===== src/rtl/temporal_gemm_if.sv =====
// Operand/result handshake bundle for temporal_gemm_engine.
// master = operand producer / result consumer, slave = the engine.
interface temporal_gemm_if #(
    parameter int M     = 4,
    parameter int K     = 4,
    parameter int N     = 4,
    parameter int W     = 4,
    parameter int OUT_W = 2*W + $clog2(K)
);
    logic                   in_valid;
    logic                   in_ready;
    logic                   acc_clear;
    logic [M*K*W-1:0]       A;
    logic [K*N*W-1:0]       B;
    logic                   abort;
    logic                   busy;
    logic                   out_valid;
    logic                   out_ready;
    logic [M*N*OUT_W-1:0]   out;

    modport master (
        output in_valid, acc_clear, A, B, abort, out_ready,
        input  in_ready, busy, out_valid, out
    );

    modport slave (
        input  in_valid, acc_clear, A, B, abort, out_ready,
        output in_ready, busy, out_valid, out
    );
endinterface


===== src/rtl/temporal_gemm_engine.sv =====
// Temporal-unary signed GEMM: each A element becomes a pulse train of its magnitude,
// and every PE adds or subtracts |B| on each pulse, one pass per K index.
module temporal_gemm_engine #(
    parameter int M          = 4,
    parameter int K          = 4,
    parameter int N          = 4,
    parameter int W          = 4,
    parameter bit EARLY_TERM = 1'b0,
    parameter int OUT_W      = 2*W + $clog2(K)
) (
    input  logic           clk,
    input  logic           reset_n,
    temporal_gemm_if.slave bus
);
    localparam int           KW       = (K > 1) ? $clog2(K) : 1;
    localparam logic [W-1:0] FULL_LEN = {1'b1, {(W-1){1'b0}}};

    typedef enum logic [1:0] {IDLE, RUN, DONE} state_t;

    state_t           state_q, state_d;
    logic [KW-1:0]    k_q, k_d;
    logic [W-1:0]     t_q, t_d;
    logic [W-1:0]     a_q   [M][K];
    logic [W-1:0]     b_q   [K][N];
    logic [OUT_W-1:0] acc_q [M][N];

    logic             capture, clear, acc_en, last_tick;
    logic [W-1:0]     a_mag [M];
    logic             a_neg [M];
    logic [W-1:0]     b_mag [N];
    logic             b_neg [N];
    logic             u     [M];
    logic [W-1:0]     len_max, pass_len;

    // Unsigned W-bit magnitude; the most-negative code maps exactly to 2^(W-1).
    function automatic logic [W-1:0] magnitude(input logic [W-1:0] v);
        return v[W-1] ? (~v + W'(1)) : v;
    endfunction

    // ---------------- state register ----------------
    always_ff @(posedge clk or negedge reset_n) begin
        if (!reset_n) begin
            state_q <= IDLE;
            k_q     <= '0;
            t_q     <= '0;
        end else begin
            state_q <= state_d;
            k_q     <= k_d;
            t_q     <= t_d;
        end
    end

    // ---------------- next state ----------------
    always_comb begin
        state_d = state_q;
        k_d     = k_q;
        t_d     = t_q;
        capture = 1'b0;
        clear   = 1'b0;
        acc_en  = 1'b0;
        if (bus.abort) begin
            state_d = IDLE;
            k_d     = '0;
            t_d     = '0;
        end else begin
            case (state_q)
                IDLE: begin
                    if (bus.in_valid && bus.in_ready) begin
                        capture = 1'b1;
                        clear   = bus.acc_clear;
                        state_d = RUN;
                        k_d     = '0;
                        t_d     = '0;
                    end
                end
                RUN: begin
                    acc_en = 1'b1;
                    if (last_tick) begin
                        t_d = '0;
                        if (k_q == KW'(K-1)) state_d = DONE;
                        else                 k_d = k_q + KW'(1);
                    end else begin
                        t_d = t_q + W'(1);
                    end
                end
                DONE: begin
                    if (bus.out_ready) state_d = IDLE;
                end
                default: state_d = IDLE;
            endcase
        end
    end

    assign bus.in_ready  = (state_q == IDLE);
    assign bus.busy      = (state_q == RUN);
    assign bus.out_valid = (state_q == DONE);

    // ---------------- operand capture ----------------
    generate
        for (genvar gi = 0; gi < M; gi++) begin : g_a_row
            for (genvar gk = 0; gk < K; gk++) begin : g_a_col
                always_ff @(posedge clk or negedge reset_n) begin
                    if (!reset_n)     a_q[gi][gk] <= '0;
                    else if (capture) a_q[gi][gk] <= bus.A[(gi*K+gk)*W +: W];
                end
            end
        end
        for (genvar gk = 0; gk < K; gk++) begin : g_b_row
            for (genvar gj = 0; gj < N; gj++) begin : g_b_col
                always_ff @(posedge clk or negedge reset_n) begin
                    if (!reset_n)     b_q[gk][gj] <= '0;
                    else if (capture) b_q[gk][gj] <= bus.B[(gk*N+gj)*W +: W];
                end
            end
        end
    endgenerate

    // ---------------- current-pass operands and unary bits ----------------
    generate
        for (genvar gi = 0; gi < M; gi++) begin : g_row_sel
            assign a_neg[gi] = a_q[gi][k_q][W-1];
            assign a_mag[gi] = magnitude(a_q[gi][k_q]);
            assign u[gi]     = (t_q < a_mag[gi]);
        end
        for (genvar gj = 0; gj < N; gj++) begin : g_col_sel
            assign b_neg[gj] = b_q[k_q][gj][W-1];
            assign b_mag[gj] = magnitude(b_q[k_q][gj]);
        end
    endgenerate

    // A pass with every A element zero still costs one cycle under early termination.
    always_comb begin
        len_max = '0;
        for (int i = 0; i < M; i++) begin
            if (a_mag[i] > len_max) len_max = a_mag[i];
        end
        if (EARLY_TERM) pass_len = (len_max == '0) ? W'(1) : len_max;
        else            pass_len = FULL_LEN;
    end

    assign last_tick = (t_q == pass_len - W'(1));

    // ---------------- processing elements ----------------
    generate
        for (genvar gi = 0; gi < M; gi++) begin : g_pe_row
            for (genvar gj = 0; gj < N; gj++) begin : g_pe_col
                logic [OUT_W-1:0] mag_ext;
                assign mag_ext = OUT_W'(b_mag[gj]);
                always_ff @(posedge clk or negedge reset_n) begin
                    if (!reset_n) begin
                        acc_q[gi][gj] <= '0;
                    end else if (clear) begin
                        acc_q[gi][gj] <= '0;
                    end else if (acc_en && u[gi]) begin
                        if (a_neg[gi] ^ b_neg[gj]) acc_q[gi][gj] <= acc_q[gi][gj] - mag_ext;
                        else                       acc_q[gi][gj] <= acc_q[gi][gj] + mag_ext;
                    end
                end
            end
        end
    endgenerate

    always_comb begin
        bus.out = '0;
        for (int i = 0; i < M; i++) begin
            for (int j = 0; j < N; j++) begin
                bus.out[(i*N+j)*OUT_W +: OUT_W] = acc_q[i][j];
            end
        end
    end
endmodule

===== src/flat_wrapper.sv =====
// flat-port wrapper written by rule: the top's interface ports become plain ports
module temporal_gemm_engine_flat 
#(
    parameter int M          = 4,
    parameter int K          = 4,
    parameter int N          = 4,
    parameter int W          = 4,
    parameter bit EARLY_TERM = 1'b0,
    parameter int OUT_W      = 2*W + $clog2(K)
)
  (clk, reset_n, bus_in_valid, bus_acc_clear, bus_A, bus_B, bus_abort, bus_out_ready, bus_in_ready, bus_busy, bus_out_valid, bus_out);
  temporal_gemm_if #(.M(M), .K(K), .N(N), .W(W), .OUT_W(OUT_W)) bus_i ();
  input  logic clk;
  input  logic reset_n;
  input wire logic [$bits(bus_i.in_valid)-1:0] bus_in_valid;
  input wire logic [$bits(bus_i.acc_clear)-1:0] bus_acc_clear;
  input wire logic [$bits(bus_i.A)-1:0] bus_A;
  input wire logic [$bits(bus_i.B)-1:0] bus_B;
  input wire logic [$bits(bus_i.abort)-1:0] bus_abort;
  input wire logic [$bits(bus_i.out_ready)-1:0] bus_out_ready;
  output wire logic [$bits(bus_i.in_ready)-1:0] bus_in_ready;
  output wire logic [$bits(bus_i.busy)-1:0] bus_busy;
  output wire logic [$bits(bus_i.out_valid)-1:0] bus_out_valid;
  output wire logic [$bits(bus_i.out)-1:0] bus_out;
  assign bus_i.in_valid = bus_in_valid;
  assign bus_i.acc_clear = bus_acc_clear;
  assign bus_i.A = bus_A;
  assign bus_i.B = bus_B;
  assign bus_i.abort = bus_abort;
  assign bus_i.out_ready = bus_out_ready;
  assign bus_in_ready = bus_i.in_ready;
  assign bus_busy = bus_i.busy;
  assign bus_out_valid = bus_i.out_valid;
  assign bus_out = bus_i.out;
  temporal_gemm_engine #(.M(M), .K(K), .N(N), .W(W), .EARLY_TERM(EARLY_TERM), .OUT_W(OUT_W)) u_core (.clk(clk), .reset_n(reset_n), .bus(bus_i));
endmodule

===== config.mk =====
export PLATFORM = sky130hd
export DESIGN_NAME = temporal_gemm_engine_flat
export DESIGN_NICKNAME = d
export VERILOG_FILES = /design/src/rtl/temporal_gemm_if.sv /design/src/rtl/temporal_gemm_engine.sv /design/src/flat_wrapper.sv
export SDC_FILE = /design/constraint.sdc
export NUM_CORES = 1
export LEC_CHECK = 0
export ABC_AREA = 0
export BUFFER_PORTS_ARGS = -buffer_cell sky130_fd_sc_hd__buf_2
export CAP_MARGIN = 20
export CORE_UTILIZATION = 53
export DETAILED_ROUTE_END_ITERATION = 6
export PLACE_DENSITY = 0.84
export SYNTH_ARGS = -nofsm -noshare
export SYNTH_HDL_FRONTEND = slang
export SYNTH_SLANG_ARGS = --single-unit

===== constraint.sdc =====
create_clock -name clk -period 4.1 [get_ports clk]
set_input_delay 0.82 -clock clk [delete_from_list [all_inputs] [get_ports clk]]
set_output_delay 0.82 -clock clk [all_outputs]
set_load 0.02 [all_outputs]

# Word-level counts from Yosys, hierarchy flattened
# Cells that the tools add are included.
word_totals:
  reg_bits: 296
  elab_cells: 240
op_classes:
  n_reduce_logical: 14
  mux: 94
  bitwise: 25
  order_cmp: 5
  addsub: 42
  n_eq_ne: 9
ops:
  columns: ["operator", "count"]
  rows:
  - ["$mux W10", 48]
  - ["$add A10 B4 Y10", 16]
  - ["$sub A10 B4 Y10", 16]
  - ["$mux W4", 19]
  - ["$add A4 B1 Y4 const B", 9]
  - ["$bmux W16 S2", 1]
  - ["$bmux W4 S2", 4]
  - ["$mux W16", 2]
  - ["$not A4 Y4", 8]
  - ["$mux W2", 9]
  - ["$lt A4 B4 Y1", 4]
  - ["$xor A1 B1 Y1", 16]
  - ["$ne A3 B3 Y1 const B", 3]
  - ["$mux W1", 8]
  - ["$pmux W4 S2", 1]
  - ["$reduce_and A4 Y1", 2]
  - ["$reduce_bool A2 Y1", 4]
  - ["$ne A3 B2 Y1 const B", 2]
  - ["$pmux W2 S3", 1]
  - ["$logic_and A1 B1 Y1", 5]
  - ["$eq A2 B2 Y1 const B", 2]
  - ["$eq A4 B3 Y1 const B", 1]
  - ["$pmux W2 S2", 1]
  - ["$ge A3 B3 Y1 const B", 1]
  - ["other kinds (6)", 6]

# Logic depth before layout (Yosys ltp)
# Gate-level depths: netlist of the first run.
depth:
  depth_word: 11
  ltp_mapped: 20
  mapped_depth_nobuf: 19

# Worst setup path before layout of the first run
# Ideal clock, no wire load.
synth_path:
  path_kind: "register to register"
  start: "register u_core.k_q[1]"
  end: "register u_core.acc_q (netlist bit u_core.bus.out[89])"
  n_path_buf: 2
  t_required_ps: 3981
  path_slack_ps: 97
  t_arrival_ps: 3884
  stages_incl_launch_ff: 19
  cell_sequence: "dfrtp_1 buf_2 buf_4 mux4_2 inv_1 ha_1 and3b_1 o311ai_0 o211a_1 a22oi_2 o22a_1 ha_1 o21ai_0 a21oi_1 o21ai_0 o21ai_0 xor2_1 o21ai_1 a21bo_1"
synth_via:
  elab_chain_cells: 11
  word_cells_on_any_way: 22
  classes_between: "add/sub (4); order compare (1); mux (11); bitwise (4); reduce/logical (2)"
synth_lines:
  columns: ["item", "line_no", "rtl"]
  rows:
  - ["start, declared", "temporal_gemm_engine.sv:21", "logic [KW-1:0] k_q, k_d;"]
  - ["start signal, assigned", "temporal_gemm_engine.sv:48", "k_q <= k_d;"]
  - ["$not A2 Y3 (not written as such) (*)", null, null]
  - ["$bmux W16 S2", "temporal_gemm_engine.sv:126, temporal_gemm_engine.sv:127", null]
  - ["$mux W16 (2 in series)", null, null]
  - ["$not A4 Y4", "temporal_gemm_engine.sv:37", "return v[W-1] ? (~v + W'(1)) : v;"]
  - ["$add A4 B1 Y4", "temporal_gemm_engine.sv:37", null]
  - ["$mux W4", "temporal_gemm_engine.sv:37", null]
  - ["$add A10 B4 Y10 / $sub A10 B4 Y10 (equally long branches)", "temporal_gemm_engine.sv:156, temporal_gemm_engine.sv:155", null]
  - ["$mux W10", "temporal_gemm_engine.sv:155", "if (a_neg[gi] ^ b_neg[gj]) acc_q[gi][gj] <= acc_q[gi][gj] - mag_ext;"]
  - ["$mux W10", "temporal_gemm_engine.sv:154", "end else if (acc_en && u[gi]) begin"]
  - ["$mux W10", "temporal_gemm_engine.sv:152", "end else if (clear) begin"]
  - ["end signal, assigned by index", "temporal_gemm_engine.sv:155", null]
  - ["end signal, assigned by index", "temporal_gemm_engine.sv:156", "else acc_q[gi][gj] <= acc_q[gi][gj] + mag_ext;"]
  - ["end, declared", "temporal_gemm_engine.sv:25", "logic [OUT_W-1:0] acc_q [M][N];"]
# Mark *: on every way between the ends. The rest lies on a longest branch, timed or not. The select of a mux whose other input is x is not followed.
# A chain may end at the register's enable or synchronous reset.

# Worst setup path after layout of the first run
layout_path:
  start: "register u_core.k_q[0]"
  end: "register u_core.acc_q (netlist bit u_core.bus.out[108])"
# The elaborated chain is that of the path after synthesis.

==> results of run 1 <==
## cell usage in the layout, fill, tap and decap left out, types with 21 or more instances in the layout
cell / count
inv_1: 68
buf_2: 295
nand2b_1: 86
a21o_1: 24
nor2b_1: 38
buf_4: 182
o21ai_1: 49
xor2_1: 88
nor2_1: 127
a211oi_1: 21
mux4_2: 29
nand2_1: 104
nand3_1: 145
dfrtp_1: 294
xnor2_1: 55
clkbuf_16: 38
ha_1: 173
o21ai_0: 216
a21oi_1: 84
mux2_2: 132
## cell type report
| type | instances | area (sq um) |
|---|---|---|
| tap | 511 | 639 |
| timing repair buffer | 489 | 3060 |
| clock inverter | 6 | 82.6 |
| fill | 2790 | 12400 |
| sequential | 296 | 7410 |
| antenna | 17 | 42.5 |
| multi-input combinational | 1626 | 12800 |
| clock buffer | 54 | 1050 |
| inverter | 72 | 270 |
## layer usage
layer  wire [um]  up-vias  GRT usage (%)
met4        3130       14           14.5
li1            -     8388              -
met1       23800     8955           36.8
met2       30300      695           52.4
met5          75        -              0
met3        5370      195           8.36
## worst max-delay path by stage
stage	cells after the start	end	slack [ns]
4_1_cts	18	u_core.bus.out[69]$_DFFE_PN0P_	-0.03
5_1_grt	18	u_core.bus.out[109]$_DFFE_PN0P_	-0.14
6_report	16	u_core.bus.out[108]$_DFFE_PN0P_	0.09
3_5_place_dp	17	u_core.bus.out[9]$_DFFE_PN0P_	-0.17
2_1_floorplan	18	u_core.bus.out[89]$_DFFE_PN0P_	0.1
3_3_place_gp	17	u_core.bus.out[9]$_DFFE_PN0P_	-0.002
## cells by family after synthesis
group	count (synthesis)
and+or+nand+nor	562
AOI/OAI and AO/OA	533
DFF	296
xor gates and xnor gates	152
muxes	177
buffers and inverters	165
adders and majority gates	202
## sequential cells by signal, indices dropped and copies added (netlist names)
register,flops
u_core.state_q,2
u_core.b_q,64
u_core.bus.out,160
u_core.t_q,4
u_core.k_q,2
u_core.a_q,64
## timing repair
action / 4_1_cts / 5_1_grt
setup endpoints to repair: 13 / 48
cloned: 0 / 1
endpoints found under the hold margin: 0 / 0
setup buffers: 4 / 32
hold buffers: 0 / 0
resized for setup: 11 / 119
pin swaps: 3 / 32
## stage by stage
step                hold WS [ns]  worst slack [ns]
floorplan                  0.473            0.0974
global placement           0.483          -0.00194
detailed placement         0.493            -0.171
CTS                        0.387           -0.0264
global route               0.396            -0.143
finish                     0.323            0.0866
==> impl_metrics.csv, run 1 <==
group,metric,value,unit
cts,clkLatencyLatePin,0.53,ns
yosys,synth_mux_area_share,11.3,%
yosys,ys.flop_type,"dfrtp_1",
critical_path,end_kind,"flop",
drt,postRouteAntennaNets,0,
placed_design,place_area,0.0234,sq mm
cts,root_buffer,"clkbuf_16",
yosys,synthXorXnorAreaFrac,6.63,%
placed_design,placedCellCount,2957,
critical_path,path_buf_inv,4,
yosys,synth_edf_count,0,
yosys,syn_area_per_cell,9.78,sq um
critical_path,rrSetupSlack,0.09,ns
critical_path,start_kind,"flop",
sta,skew,0.0100,ns
cells_and_area,utilization,67.2,%
global_route,grt_overflow,0,
critical_path,r2r_start,"u_core.k_q[0]$_DFFE_PN0P_",
cts,cts_tree,"done",
die,die-area,0.0393,sq mm
cts,htreeDepth,2,
global_route,grt_pass1_wl,95.3,mm
yosys,syn-instance-count,2087,
critical_path,arrival,4.42,ns
yosys,netlist_area,0.0204,sq mm
cts,numClockSinks,296,
yosys,synth_compound_area_share,15.9,%
yosys,synth_fa_ha_area_share,13.0,%
cells_and_area,final_area,0.0254,sq mm
die,core_area,0.0378,sq mm
sta,tns,0,ns
sta,fmax,249,MHz
critical_path,crit_chain,"buf_12 -> buf_12 -> mux4_2 -> inv_1 -> ha_2 -> nor2_1 -> o311ai_2 -> buf_4 -> o211a_1 -> a22oi_1 -> ha_1 -> a21o_1 -> a31oi_1 -> o21ai_0 -> xnor2_1 -> o21ai_0",
drt,wl_per_cell,20.4,um
yosys,yosysTopAreaCell,"dfrtp_1",
sta,worst_pin_slew,0.861,ns
yosys,ys_warn_count,0,
die,io_pins,297,
global_route,grt_pass1_vias,17900,
drt,drt-total-wl,62.7,mm
cells_and_area,drive_above_1_share,31.7,%
global_route,grt_max_degree,131,
cells_and_area,instances_no_fill,3071,
yosys,synth_top_family_by_area,"compound AO/OA/AOI/OAI gates",
sta,hold_viol_final,0,
yosys,ys_top_cells_by_area,"dfrtp_1, ha_1, mux2_2",
cts,cts_made_buffers,34,
yosys,synth.top_cell.area_share,36.3,%
drt,via_per_inst,5.94,
critical_path,critical_path_class,"flop to flop",
drt,drc_errors,0,
yosys,syn-num-nets,2423,
status,status,"finished, final reports clean",
placed_design,numPortBuffers,296,
run,max-cap-violations,0,
placed_design,dp.final_hpwl,47.3,mm
yosys,async_flop_share,100,%
die,initial_core_util,54.1,%
die,die_h,198,um
critical_path,cp-startpoint,"u_core.k_q[0]$_DFFE_PN0P_",
placed_design,gp_congestion,0.969,
global_route,antenna_found_initial,21,
cts,cts_buffer_depth,3,
sta,finalWorstPathRequiredPeriod,4.01,ns
yosys,postSynthRegisterBits,296,
sta,drv_slew,0,
sta,timing.final.crit_share,97.9,%
cts,clkTransAtPathRegs,0.06,ns
critical_path,cp_max_fo,7,
yosys,ys_seq_area_share,36.3,%
critical_path,crit_path_max_incr_delay,0.51,ns
critical_path,slowest_stage,"mux4_2",
die,rows,71,
critical_path,cp_top_family,"compound AO/OA/AOI/OAI gates",
drt,route.vias.total,18200,
sta,finalSetupViolations,0,
yosys,yosysMostFrequentCell,"dfrtp_1",
die,dieWidth,198,um
drt,drt_iter0_drc,1321,
sta,slew_headroom,42.6,%
global_route,grtUsageTotal,31.1,%
drt,drt_first_pass_iters,5,
yosys,synth-simple-area-share,13.6,%
yosys,synthTopCellsByCount,"dfrtp_1, o21ai_0, ha_1, nand3_1, mux2_2",
critical_path,crit_required,4.51,ns
cells_and_area,nets,2855,
yosys,synth.distinct_cells,57,
critical_path,timing.rr.end,"u_core.bus.out[108]$_DFFE_PN0P_",
critical_path,rr_worst_depth,16,
sta,rsz0062_at_grt,"yes",
hold_path,hp-class,"primary input to asynchronous set/reset pin",
cells_and_area,syn_to_final_growth,24.3,%
Power of run 1 is left out: the tool's default activity adds up to more than one toggle a clock period on the data nets, which glitch-free logic cannot reach.
==> run 2, diff against run 1 <==
--- a/config.mk
+++ b/config.mk
@@ -8,8 +8,10 @@
 export ABC_AREA = 0
 export BUFFER_PORTS_ARGS = -buffer_cell sky130_fd_sc_hd__buf_2
 export CAP_MARGIN = 20
+export CORE_MARGIN = 3
 export CORE_UTILIZATION = 53
 export DETAILED_ROUTE_END_ITERATION = 6
+export MAX_ROUTING_LAYER = met4
 export PLACE_DENSITY = 0.84
 export SYNTH_ARGS = -nofsm -noshare
 export SYNTH_HDL_FRONTEND = slang
==> impl_metrics.csv, run 2 (synthesis gave the netlist of run 1 again) <==
group,metric,value,unit
die,die-area,0.0409,sq mm
sta,timing.final.crit_share,97.8,%
die,core_area,0.0378,sq mm
critical_path,cp_max_fo,6,
critical_path,start_kind,"flop",
drt,route.vias.total,18100,
global_route,grt_overflow,0,
die,die_h,202,um
critical_path,crit_required,4.53,ns
critical_path,end_kind,"flop",
critical_path,rr_worst_depth,19,
cells_and_area,syn_to_final_growth,24.8,%
cells_and_area,final_common_cell,"buf_2",
critical_path,arrival,4.45,ns
cts,cts_tree,"done",
drt,drt_iter0_drc,1256,
cts,postCtsHoldBufs,0,
hold_path,hp-class,"primary input to asynchronous set/reset pin",
drt,postRouteAntennaNets,0,
global_route,grt_max_degree,131,
die,io_pins,297,
sta,finalWorstPathRequiredPeriod,4.01,ns
critical_path,rrSetupSlack,0.09,ns
drt,wl_per_cell,20.4,um
cts,root_buffer,"clkbuf_16",
run,max-cap-violations,0,
cts,numClockSinks,296,
sta,finalSetupViolations,0,
die,dieWidth,202,um
drt,drc_errors,0,
drt,drt_first_pass_iters,5,
cts,htreeDepth,2,
sta,hold_viol_final,0,
global_route,grt_pass1_vias,17800,
die,rows,71,
placed_design,dp.final_hpwl,47.5,mm
cts,clkLatencyLatePin,0.55,ns
sta,fmax,249,MHz
cts,cts_buffer_depth,3,
die,initial_core_util,53.9,%
placed_design,numPortBuffers,296,
critical_path,timing.rr.end,"u_core.bus.out[89]$_DFFE_PN0P_",
global_route,grtUsageTotal,30.4,%
critical_path,worstSetupEndpoint,"u_core.bus.out[89]$_DFFE_PN0P_",
sta,rsz0062_at_grt,"yes",
placed_design,gp_congestion,0.968,
sta,holdWs,0.315,ns
critical_path,cp-startpoint,"u_core.k_q[0]$_DFFE_PN0P_",
sta,skew,0.0114,ns
critical_path,critical_path_class,"flop to flop",
critical_path,r2r_start,"u_core.k_q[0]$_DFFE_PN0P_",
sta,slew_headroom,43.2,%
cells_and_area,drive_above_1_share,32.5,%
sta,tns,0,ns
drt,via_per_inst,5.87,
status,status,"finished, final reports clean",
sta,worst_pin_slew,0.852,ns
cts,clkTransAtPathRegs,0.06,ns
cells_and_area,final_cell_mix,"buf_2, dfrtp_1, o21ai_0, buf_4, ha_1",
global_route,grt_pass1_wl,95.8,mm
cts,cts_made_buffers,36,
cells_and_area,nets,2858,
global_route,antenna_found_initial,16,
cells_and_area,largest_reg_flops,160,
drt,drt-total-wl,62.7,mm
sta,drv_slew,0,
run 2: worst min path at each step:
stage	start	to	slack [ns]	cells past startpoint
2_1_floorplan	u_core.b_q[48]$_DFFE_PN0P_	u_core.b_q[48]$_DFFE_PN0P_	0.47	1
3_3_place_gp	u_core.bus.out[59]$_DFFE_PN0P_	u_core.bus.out[59]$_DFFE_PN0P_	0.48	1
3_5_place_dp	u_core.bus.out[139]$_DFFE_PN0P_	u_core.bus.out[139]$_DFFE_PN0P_	0.49	1
4_1_cts	reset_n	u_core.bus.out[51]$_DFFE_PN0P_	0.35	1
5_1_grt	reset_n	u_core.bus.out[48]$_DFFE_PN0P_	0.39	1
6_report	reset_n	u_core.bus.out[49]$_DFFE_PN0P_	0.32	1
run 2: layout make-up:
type                            count  area, sq um
Fill cell                        2916        12400
Multi-Input combinational cell   1626        12800
Sequential cell                   296         7410
Inverter                           72          270
Tap cell                          511          639
Antenna cell                       17         42.5
Clock inverter                     11         92.6
Clock buffer                       55         1110
Timing Repair Buffer              490         3070
run 2: repair_timing:
| item | 4_1_cts | 5_1_grt |
|---|---|---|
| setup buffers | 10 | 18 |
| gates resized for setup | 8 | 147 |
| setup endpoints to repair | 27 | 55 |
| pin swaps | 1 | 43 |
run 2: per-layer routing:
metal  global-route usage, %  share of wire (%)  vias up
met2                    50.2                 49      702
met5                       -                  0        -
met1                    36.4                 39     8778
li1                        -                  -     8425
met3                    6.12                7.7      173
met4                    13.0                4.5        0
run 2: per-stage QoR:
stage | util (%) | area (sq um) | worst slack, ns | instances
after detailed placement | 62.2 | 23600 | -0.231 | 2967
final | 67.3 | 25500 | 0.0888 | 3078
after global placement | 62.2 | 23600 | -0.133 | 2967
after global routing | 67.3 | 25500 | -0.0685 | 3077
after floorplan | - | 20400 | 0.0974 | 2087
after CTS | 65.6 | 24800 | 0.0000822 | 3043
run 2: worst max-delay path: stages, from the launching register on:
cell and delay, ns:
dfrtp_2 0.46, buf_4 0.16, mux4_2 0.36, inv_2 0.06, ha_4 0.16, and3b_1 0.17, o311ai_1 0.33, buf_4 0.20
o211a_1 0.19, a22oi_2 0.10, buf_4 0.15, buf_4 0.15, ha_1 0.33, nand2_1 0.07, o21ai_1 0.17, o21ai_2 0.09
o21ai_1 0.16, xor2_1 0.30, o21ai_1 0.10, a21bo_1 0.20
Power of run 2 is left out for the same reason.
